## config.mk

```make
export PLATFORM = sky130hd
export DESIGN_NAME = display_page_sched_flat
export DESIGN_NICKNAME = d
export VERILOG_FILES = /design/src/rtl/display_pkg.sv /design/src/rtl/display_page_sched_if.sv /design/src/rtl/frame_tick_gen.sv /design/src/rtl/display_page_sched.sv /design/src/flat_wrapper.sv
export SDC_FILE = /design/constraint.sdc
export NUM_CORES = 1
export LEC_CHECK = 0
export CORE_MARGIN = 1
export CORE_UTILIZATION = 40
export CTS_BUF_LIST = sky130_fd_sc_hd__clkbuf_4 sky130_fd_sc_hd__clkbuf_8 sky130_fd_sc_hd__clkbuf_16
export CTS_CLUSTER_DIAMETER = 80
export DETAILED_ROUTE_END_ITERATION = 8
export PLACE_DENSITY_LB_ADDON = 0.15
export SETUP_SLACK_MARGIN = 0.3
export SYNTH_ARGS = -nofsm -noshare
export SYNTH_HDL_FRONTEND = slang
export SYNTH_SLANG_ARGS = --single-unit
```

## constraint.sdc

```tcl
create_clock -name clk -period 2.6 [get_ports clk]
set_input_delay 0.26 -clock clk [delete_from_list [all_inputs] [get_ports clk]]
set_output_delay 0.26 -clock clk [all_outputs]
set_load 0.03 [all_outputs]
```

## src/rtl/display_pkg.sv

```systemverilog
// Shared definitions for the frame-synchronous display path: colours, scheduler
// state encoding and coordinate width.
package display_pkg;

    localparam int unsigned COORD_W = 12;

    localparam logic [23:0] RED    = 24'hFF0000;
    localparam logic [23:0] GREEN  = 24'h00FF00;
    localparam logic [23:0] BLUE   = 24'h0000FF;
    localparam logic [23:0] WHITE  = 24'hFFFFFF;
    localparam logic [23:0] BLACK  = 24'h000000;
    localparam logic [23:0] YELLOW = 24'hFFFF00;
    localparam logic [23:0] CYAN   = 24'h00FFFF;
    localparam logic [23:0] ROYAL  = 24'h4169E1;

    typedef enum logic [1:0] {
        StSplash  = 2'd0,
        StShow    = 2'd1,
        StPending = 2'd2,
        StBlank   = 2'd3
    } sched_state_e;

endpackage

```

## src/rtl/display_page_sched_if.sv

```systemverilog
// Bundle of LCD coordinates, renderer pixels, keypad pulses and scheduler outputs.
// master = LCD driver / renderers / keypad side, slave = page scheduler.
interface display_page_sched_if #(
    parameter int unsigned N_SRC = 4
);
    import display_pkg::*;

    logic [COORD_W-1:0]  lcd_xpos;
    logic [COORD_W-1:0]  lcd_ypos;
    logic [24*N_SRC-1:0] src_data;
    logic                key_next;
    logic                key_prev;
    logic                key_home;
    logic [23:0]         lcd_data;
    logic [1:0]          page_sel;
    logic                busy;

    modport master (
        output lcd_xpos, lcd_ypos, src_data, key_next, key_prev, key_home,
        input  lcd_data, page_sel, busy
    );

    modport slave (
        input  lcd_xpos, lcd_ypos, src_data, key_next, key_prev, key_home,
        output lcd_data, page_sel, busy
    );

endinterface

```

## src/rtl/frame_tick_gen.sv

```systemverilog
// One-cycle frame pulse on the first cycle the LCD coordinates reach the last pixel.
// Edge-detected so a driver dwelling on that pixel still yields a single tick.
module frame_tick_gen
    import display_pkg::*;
#(
    parameter int unsigned H_DISP = 640,
    parameter int unsigned V_DISP = 480
) (
    input  logic               clk,
    input  logic               rst_n,
    input  logic [COORD_W-1:0] xpos_i,
    input  logic [COORD_W-1:0] ypos_i,
    output logic               tick_o
);

    logic match_d;
    logic match_q;

    always_comb begin
        match_d = (xpos_i == COORD_W'(H_DISP - 1)) && (ypos_i == COORD_W'(V_DISP - 1));
        tick_o  = match_d & ~match_q;
    end

    always_ff @(posedge clk or negedge rst_n) begin
        if (!rst_n) begin
            match_q <= 1'b0;
        end else begin
            match_q <= match_d;
        end
    end

endmodule

```

## src/rtl/display_page_sched.sv

```systemverilog
// Frame-synchronous page scheduler: splash page after reset, then keypad-selected
// pages that switch only at frame boundaries through an optional blank interval.
module display_page_sched
    import display_pkg::*;
#(
    parameter int unsigned H_DISP        = 640,
    parameter int unsigned V_DISP        = 480,
    parameter int unsigned N_SRC         = 4,
    parameter int unsigned SPLASH_FRAMES = 120,
    parameter int unsigned BLANK_FRAMES  = 2,
    parameter logic [23:0] BG_COLOR      = 24'hFFFFFF
) (
    input  logic                 clk,
    input  logic                 rst_n,
    display_page_sched_if.slave  bus
);

    localparam logic [1:0] LastPage  = 2'(N_SRC - 1);
    localparam logic [7:0] SplashCnt = 8'(SPLASH_FRAMES);
    localparam logic [7:0] BlankCnt  = 8'(BLANK_FRAMES);

    sched_state_e state_d, state_q;
    logic [7:0]   cnt_d, cnt_q;
    logic [1:0]   page_d, page_q;
    logic [1:0]   target_d, target_q;
    logic [23:0]  lcd_data_d, lcd_data_q;
    logic [23:0]  src_pix;
    logic [7:0]   cnt_inc;
    logic         any_key;
    logic         frame_tick;

    // Page 0 is the splash page and is excluded from the key wrap range.
    function automatic logic [1:0] key_target(logic [1:0] from, logic nxt, logic prv,
                                              logic home);
        logic [1:0] res;
        res = from;
        if (home) begin
            res = 2'd1;
        end else if (nxt) begin
            res = (from == LastPage) ? 2'd1 : from + 2'd1;
        end else if (prv) begin
            res = (from <= 2'd1) ? LastPage : from - 2'd1;
        end
        return res;
    endfunction

    frame_tick_gen #(
        .H_DISP (H_DISP),
        .V_DISP (V_DISP)
    ) u_frame_tick_gen (
        .clk    (clk),
        .rst_n  (rst_n),
        .xpos_i (bus.lcd_xpos),
        .ypos_i (bus.lcd_ypos),
        .tick_o (frame_tick)
    );

    always_comb begin
        state_d  = state_q;
        cnt_d    = cnt_q;
        page_d   = page_q;
        target_d = target_q;
        any_key  = bus.key_next | bus.key_prev | bus.key_home;
        cnt_inc  = cnt_q + 8'd1;

        unique case (state_q)
            StSplash: begin
                if (frame_tick) begin
                    cnt_d = cnt_inc;
                    if (cnt_inc == SplashCnt) begin
                        page_d  = 2'd1;
                        state_d = StShow;
                        cnt_d   = 8'd0;
                    end
                end
            end
            StShow: begin
                if (any_key) begin
                    target_d = key_target(page_q, bus.key_next, bus.key_prev, bus.key_home);
                    state_d  = StPending;
                    cnt_d    = 8'd0;
                end
            end
            StPending: begin
                // A key coinciding with the tick still lands before the switch.
                if (any_key) begin
                    target_d = key_target(target_q, bus.key_next, bus.key_prev, bus.key_home);
                end
                if (frame_tick) begin
                    cnt_d = 8'd0;
                    if (BLANK_FRAMES > 0) begin
                        state_d = StBlank;
                    end else begin
                        page_d  = target_d;
                        state_d = StShow;
                    end
                end
            end
            StBlank: begin
                if (any_key) begin
                    target_d = key_target(target_q, bus.key_next, bus.key_prev, bus.key_home);
                end
                if (frame_tick) begin
                    cnt_d = cnt_inc;
                    if (cnt_inc == BlankCnt) begin
                        page_d  = target_d;
                        state_d = StShow;
                        cnt_d   = 8'd0;
                    end
                end
            end
            default: begin
                state_d = StSplash;
            end
        endcase
    end

    always_comb begin
        src_pix = 24'h0;
        for (int k = 0; k < N_SRC; k++) begin
            if (page_q == 2'(k)) begin
                src_pix = bus.src_data[24*k +: 24];
            end
        end
        lcd_data_d = (state_q == StBlank) ? BG_COLOR : src_pix;
    end

    always_ff @(posedge clk or negedge rst_n) begin
        if (!rst_n) begin
            state_q    <= StSplash;
            cnt_q      <= 8'd0;
            page_q     <= 2'd0;
            target_q   <= 2'd0;
            lcd_data_q <= 24'h0;
        end else begin
            state_q    <= state_d;
            cnt_q      <= cnt_d;
            page_q     <= page_d;
            target_q   <= target_d;
            lcd_data_q <= lcd_data_d;
        end
    end

    assign bus.lcd_data = lcd_data_q;
    assign bus.page_sel = page_q;
    assign bus.busy     = (state_q != StShow);

endmodule

```

## src/flat_wrapper.sv

```systemverilog
// flat-port wrapper written by rule: the top's interface ports become plain ports
module display_page_sched_flat import display_pkg::*;
#(
    parameter int unsigned H_DISP        = 640,
    parameter int unsigned V_DISP        = 480,
    parameter int unsigned N_SRC         = 4,
    parameter int unsigned SPLASH_FRAMES = 120,
    parameter int unsigned BLANK_FRAMES  = 2,
    parameter logic [23:0] BG_COLOR      = 24'hFFFFFF
)
  (clk, rst_n, bus_lcd_xpos, bus_lcd_ypos, bus_src_data, bus_key_next, bus_key_prev, bus_key_home, bus_lcd_data, bus_page_sel, bus_busy);
  display_page_sched_if #(.N_SRC(N_SRC)) bus_i ();
  input  logic clk;
  input  logic rst_n;
  input wire logic [$bits(bus_i.lcd_xpos)-1:0] bus_lcd_xpos;
  input wire logic [$bits(bus_i.lcd_ypos)-1:0] bus_lcd_ypos;
  input wire logic [$bits(bus_i.src_data)-1:0] bus_src_data;
  input wire logic [$bits(bus_i.key_next)-1:0] bus_key_next;
  input wire logic [$bits(bus_i.key_prev)-1:0] bus_key_prev;
  input wire logic [$bits(bus_i.key_home)-1:0] bus_key_home;
  output wire logic [$bits(bus_i.lcd_data)-1:0] bus_lcd_data;
  output wire logic [$bits(bus_i.page_sel)-1:0] bus_page_sel;
  output wire logic [$bits(bus_i.busy)-1:0] bus_busy;
  assign bus_i.lcd_xpos = bus_lcd_xpos;
  assign bus_i.lcd_ypos = bus_lcd_ypos;
  assign bus_i.src_data = bus_src_data;
  assign bus_i.key_next = bus_key_next;
  assign bus_i.key_prev = bus_key_prev;
  assign bus_i.key_home = bus_key_home;
  assign bus_lcd_data = bus_i.lcd_data;
  assign bus_page_sel = bus_i.page_sel;
  assign bus_busy = bus_i.busy;
  display_page_sched #(.H_DISP(H_DISP), .V_DISP(V_DISP), .N_SRC(N_SRC), .SPLASH_FRAMES(SPLASH_FRAMES), .BLANK_FRAMES(BLANK_FRAMES), .BG_COLOR(BG_COLOR)) u_core (.clk(clk), .rst_n(rst_n), .bus(bus_i));
endmodule
```

==> results.tsv, run 1 <==
metric	value	unit
syn_to_final_growth	62.2	%
synth-compound-area-share	23.1	%
die_area	7300	µm²
drcViolationCount	0	
core_area	6760	µm²
wl_per_cell	14.2	µm
pwr_density_cell	988	nW/µm²
yosys-top-cells-area	dfrtp_1, a21oi_1, nand2_1	
criticalPathCategory	in2reg	
synth_simple_gate_area_share	25.1	%
grt_first_pass_wirelength	13400	µm
place_inst	581	
port_buffers	151	
grt_max_degree	49	
critPathSlowestCell	or4_4	
vias	3086	
yosysSeqAreaShare	35.1	%
track_usage	22.7	%
synth_top_family_by_area	simple AND/OR/NAND/NOR gates	
clkPwrFrac	11.9	%
drv_slew	0	
ios	152	
cts_buffer_depth	2	
layout-drive-gt1-share	7.27	%
p_int	2420	µW
arrival	2.43	ns
clock_latency	0.30	ns
fin_cells	589	
critPathMaxStageDelay	0.54	ns
final_cell_mix	clkdlybuf4s50_1, nand2_1, nor2_1	
fill_cells	593	
die_x	85.4	µm
power	4460	µW
fin_crit	2.23	ns
slew_headroom	39.8	%
p_seq_share	22.9	%
rsz0062_at_grt	true	
grt.overflow.total	0	
muxShareOfSynthArea	3.96	%
grt_pass1_vias	2903	
tightest_slew	0.903	ns
dr.pass1.iters	4	
worstPathRequired	2.79	ns
cp-end-kind	register	
cts_hold_buf	0	
max_freq	0.448	GHz
setup_viol	0	
synth_cells	366	
crit_fanout	4	
diodes	0	
path_buf_inv	1	
num_rows	30	
ys_ff_latch	39	
synth_edf_count	0	
post_cts_buffers	0	
peakVddDrop	0.541	mV
ys_types	42	
synth_top_cell_by_area	dfrtp_1	
cts_tree	done	
avgSynthCellArea	7.61	µm²
min_path_type	in2async	
fin_crit_sh	85.9	%
combPwrFrac	65.1	%
synth_fp_nets	508	
gp_congestion	0.810	
synth-warning-count	0	
critPathTopFamily	simple AND/OR/NAND/NOR gates	
cts.sinks	39	
hold_violations	0	
synth-main-ff-cell	dfrtp_1	
viasPerCell	5.24	
cts_root_buffer	clkbuf_8	
clkTransAtPathRegs	0.09	ns
synthDominantCellAreaShare	35.1	%
maxCapViolations	0	
finalWirelength	8350	µm
swShare	45.8	%
async_flop_share	100	%
start_util	41.2	%
syn-cell-area	2780	µm²
fin_skew	0.0106	ns
ant_nets	0	
nNetsFinal	650	
synth_xor_area_share	0	%
final_common_cell	clkdlybuf4s50_1	
fp.dieH	85.4	µm
critPathLaunchType	input port	
leakagePower	0.00179	µW
hpwlAfterDp	6070	µm
drt_iter0_drc	151	
crit_chain	clkdlybuf4s50_1 > nand4_1 > or4_4 > or3_4 > a21oi_4 > nand3_2 > mux2_4	
tns	0	ns
antenna_found_initial	0	
synth-adder-area-share	7.64	%
status	completed	
cts_max_level	2	
p_sw	2040	µW
cts_inserted_buffers	5	
flip-flops by register name (all words and copies together), names as in the netlist:
signal and count:
u_core.bus.page_sel 2, u_core.bus.lcd_data 24, u_core.cnt_q 8, u_core.state_q 2, u_core.u_frame_tick_gen.match_q 1, u_core.target_q 2
cells in the mapped netlist (all sizes together) (5+ instances only):
cell and instances:
ha 17, o21ai 15, clkbuf 21, mux2i 5
o211ai 26, nand2 63, a21oi 56, inv 10
nand3 7, nor2 61, dfrtp 39, mux2 5
cell families (layout without fill, tap and decap cells):
logic type | Yosys count | after routing
AO/OA/AOI/OAI | 107 | 107
adder cells (fa/ha/maj) | 17 | 17
buffers and inverters | 36 | 179
flip-flops | 39 | 39
multiplexers | 10 | 10
AND/OR/NAND/NOR | 157 | 157
worst paths after layout:
| path | depth (start not counted) | end | slack [ns] | startpoint |
|---|---|---|---|---|
| min reg2reg | 1 | u_core.state_q[1] | 0.60 | u_core.state_q[1] |
| min in group clk | 3 | u_core.bus.lcd_data[5] | 0.55 | bus_src_data[77] |
| max | 7 | u_core.state_q[1] | 0.37 | bus_lcd_xpos[1] |
| max reg2reg | 6 | u_core.bus.page_sel[0] | 0.38 | u_core.cnt_q[2] |
| min | 1 | u_core.cnt_q[7] | 0.08 | rst_n |
| max in group asynchronous | 1 | u_core.cnt_q[0] | 1.90 | rst_n |
routing by layer:
layer / track usage, % / vias to the layer above / routed length, µm
met5: 0 / - / 0
met4: 6.67 / 0 / 177
met3: 4.28 / 12 / 438
met2: 40.3 / 108 / 4260
met1: 27.9 / 1411 / 3470
li1: - / 1555 / -
power groups by stage:
stage,sequential [µW],combinational [µW],clock [µW]
6_report,1020,2910,533
5_1_grt,1060,3190,577
4_1_cts,1020,2860,546
3_5_place_dp,1030,2850,0
3_3_place_gp,1020,2800,0
2_1_floorplan,1390,1480,0
through the flow:
step                      setup WS, ns  area, µm²  hold WS [ns]  utilization [%]
after floorplan                  0.518       2780       -0.0356                -
after global placement          0.0664       4360         0.446             64.5
after detailed placement       0.00462       4360         0.447             64.5
after CTS                        0.296       4480         0.120             66.3
after global routing             0.254       4520         0.169             66.8
final                            0.366       4520        0.0803             66.8
layout make-up:
class                      instances  area (µm²)  share of cell area [%]
timing repair buffer             160        1570                    34.9
clock inverter                     2        35.0                   0.776
clock buffer                       6        82.6                    1.83
inverter                          11        41.3                   0.914
multi-input combinational        291        1700                    37.7
tap                               80         100                    2.22
sequential                        39         978                    21.7
timing repair:
| item | CTS | global route |
|---|---|---|
| pin swaps | 0 | 4 |
| endpoints found under the setup margin | 1 | 25 |
| resized for setup | 1 | 9 |
Note: power is estimated with default switching activity, not from simulation.
==> run 2, diff against run 1 <==
CORE_MARGIN = 2   (was 1)
==> results.tsv, run 2 (synthesized netlist as in run 1, its figures left out) <==
metric	value	unit
status	completed	
grt.overflow.total	0	
critPathLaunchType	input port	
core_area	6760	µm²
vias	3090	
critPathTopFamily	simple AND/OR/NAND/NOR gates	
critPathLaunch	bus_lcd_ypos[9]	
critPathMaxStageDelay	0.54	ns
fin_skew	0.00337	ns
crit-reg2reg-launch	u_core.cnt_q[0]	
cts_max_level	2	
grt_pass1_vias	2845	
crit_fanout	6	
drt_iter0_drc	114	
cts_buffer_depth	2	
r2r_cells	7	
dr.pass1.iters	4	
start_util	41.2	%
cp.depth	8	
gp_congestion	0.828	
viasPerCell	5.23	
tns	0	ns
fin_crit	2.28	ns
ant_nets	0	
reg2reg_slack	0.44	ns
setup_viol	0	
drcViolationCount	0	
tightest_slew	0.887	ns
worstPathRequired	2.76	ns
min_path_type	in2async	
final_common_cell	clkdlybuf4s50_1	
final_cell_mix	clkdlybuf4s50_1, nand2_1, nor2_1	
maxCapViolations	0	
slew_headroom	40.9	%
clock_latency	0.28	ns
fp.dieH	87.4	µm
crit_chain	clkdlybuf4s50_1 > nand4b_1 > or4_4 > or3_4 > a21o_4 > buf_4 > o21ai_1 > o41ai_2	
leakagePower	0.00179	µW
fin_crit_sh	87.7	%
cts.sinks	39	
drv_slew	0	
diodes	0	
syn_to_final_growth	61.6	%
nNetsFinal	652	
finalWirelength	8450	µm
cts_hold_buf	0	
cts_root_buffer	clkbuf_8	
antenna_found_initial	0	
cp-end-kind	register	
num_rows	30	
critPathSlowestCell	or4_4	
layout-drive-gt1-share	7.44	%
die_x	87.4	µm
grt_max_degree	49	
path_buf_inv	2	
setup.worst_path.end	u_core.cnt_q[7]	
criticalPathCategory	in2reg	
largest_register_ffs	24	
wl_per_cell	14.3	µm
peakVddDrop	0.470	mV
clkTransAtPathRegs	0.07	ns
arrival	2.44	ns
track_usage	21.4	%
place_inst	582	
fin_cells	591	
max_freq	0.439	GHz
rsz0062_at_grt	true	
hpwlAfterDp	6420	µm
die_area	7640	µm²
cts_inserted_buffers	5	
pwr_density_cell	968	nW/µm²
cts_tree	done	
hold_violations	0	
ios	152	
grt_first_pass_wirelength	13000	µm
worstReg2RegEnd	u_core.cnt_q[4]	
port_buffers	151	
run 2: per-layer routing:
metal	wire length, µm	up-vias	global-route usage (%)
met3	433	10	4.08
li1	-	1560	-
met1	3420	1417	25.1
met2	4420	103	38.7
met5	0	-	0
met4	169	0	7.13
run 2: final cells by class:
| class | instances | area (µm²) |
|---|---|---|
| clock buffer | 7 | 83.8 |
| multi-input combinational | 291 | 1700 |
| sequential | 39 | 978 |
| tap | 80 | 100 |
| timing repair buffer | 162 | 1590 |
| inverter | 11 | 41.3 |
| fill | 596 | 2260 |
| clock inverter | 1 | 5.00 |
run 2: worst min-delay path by stage:
stage,start,slack [ns],endpoint
6_report,rst_n,0.1,u_core.bus.lcd_data[0]
5_1_grt,rst_n,0.16,u_core.bus.lcd_data[0]
4_1_cts,rst_n,0.13,u_core.bus.lcd_data[0]
3_5_place_dp,rst_n,0.44,u_core.bus.lcd_data[0]
3_3_place_gp,rst_n,0.44,u_core.cnt_q[7]
2_1_floorplan,rst_n,-0.04,u_core.bus.lcd_data[0]
run 2: what timing repair did:
action                                 in CTS  in global routing
buffers inserted                            0                  1
endpoints found under the hold margin       0                  0
resized for setup                           2                  8
pin swaps                                   0                  2
setup endpoints to repair                   2                 20
run 2: where the power goes:
part / switching (µW) / internal [µW]
clock network: 199 / 209
registers: 156 / 867
logic: 1660 / 1260
run 2: per-stage QoR:
stage	hold slack (ns)	util, %	total power [µW]	worst slack, ns	instance area [µm²]
floorplan	-0.0356	-	2870	0.518	2780
CTS	0.129	66.0	4310	0.326	4460
global route	0.164	66.6	4700	0.246	4500
detailed placement	0.440	64.6	3880	0.0330	4370
finish	0.0962	66.6	4350	0.320	4500
global placement	0.440	64.6	3830	0.0594	4370
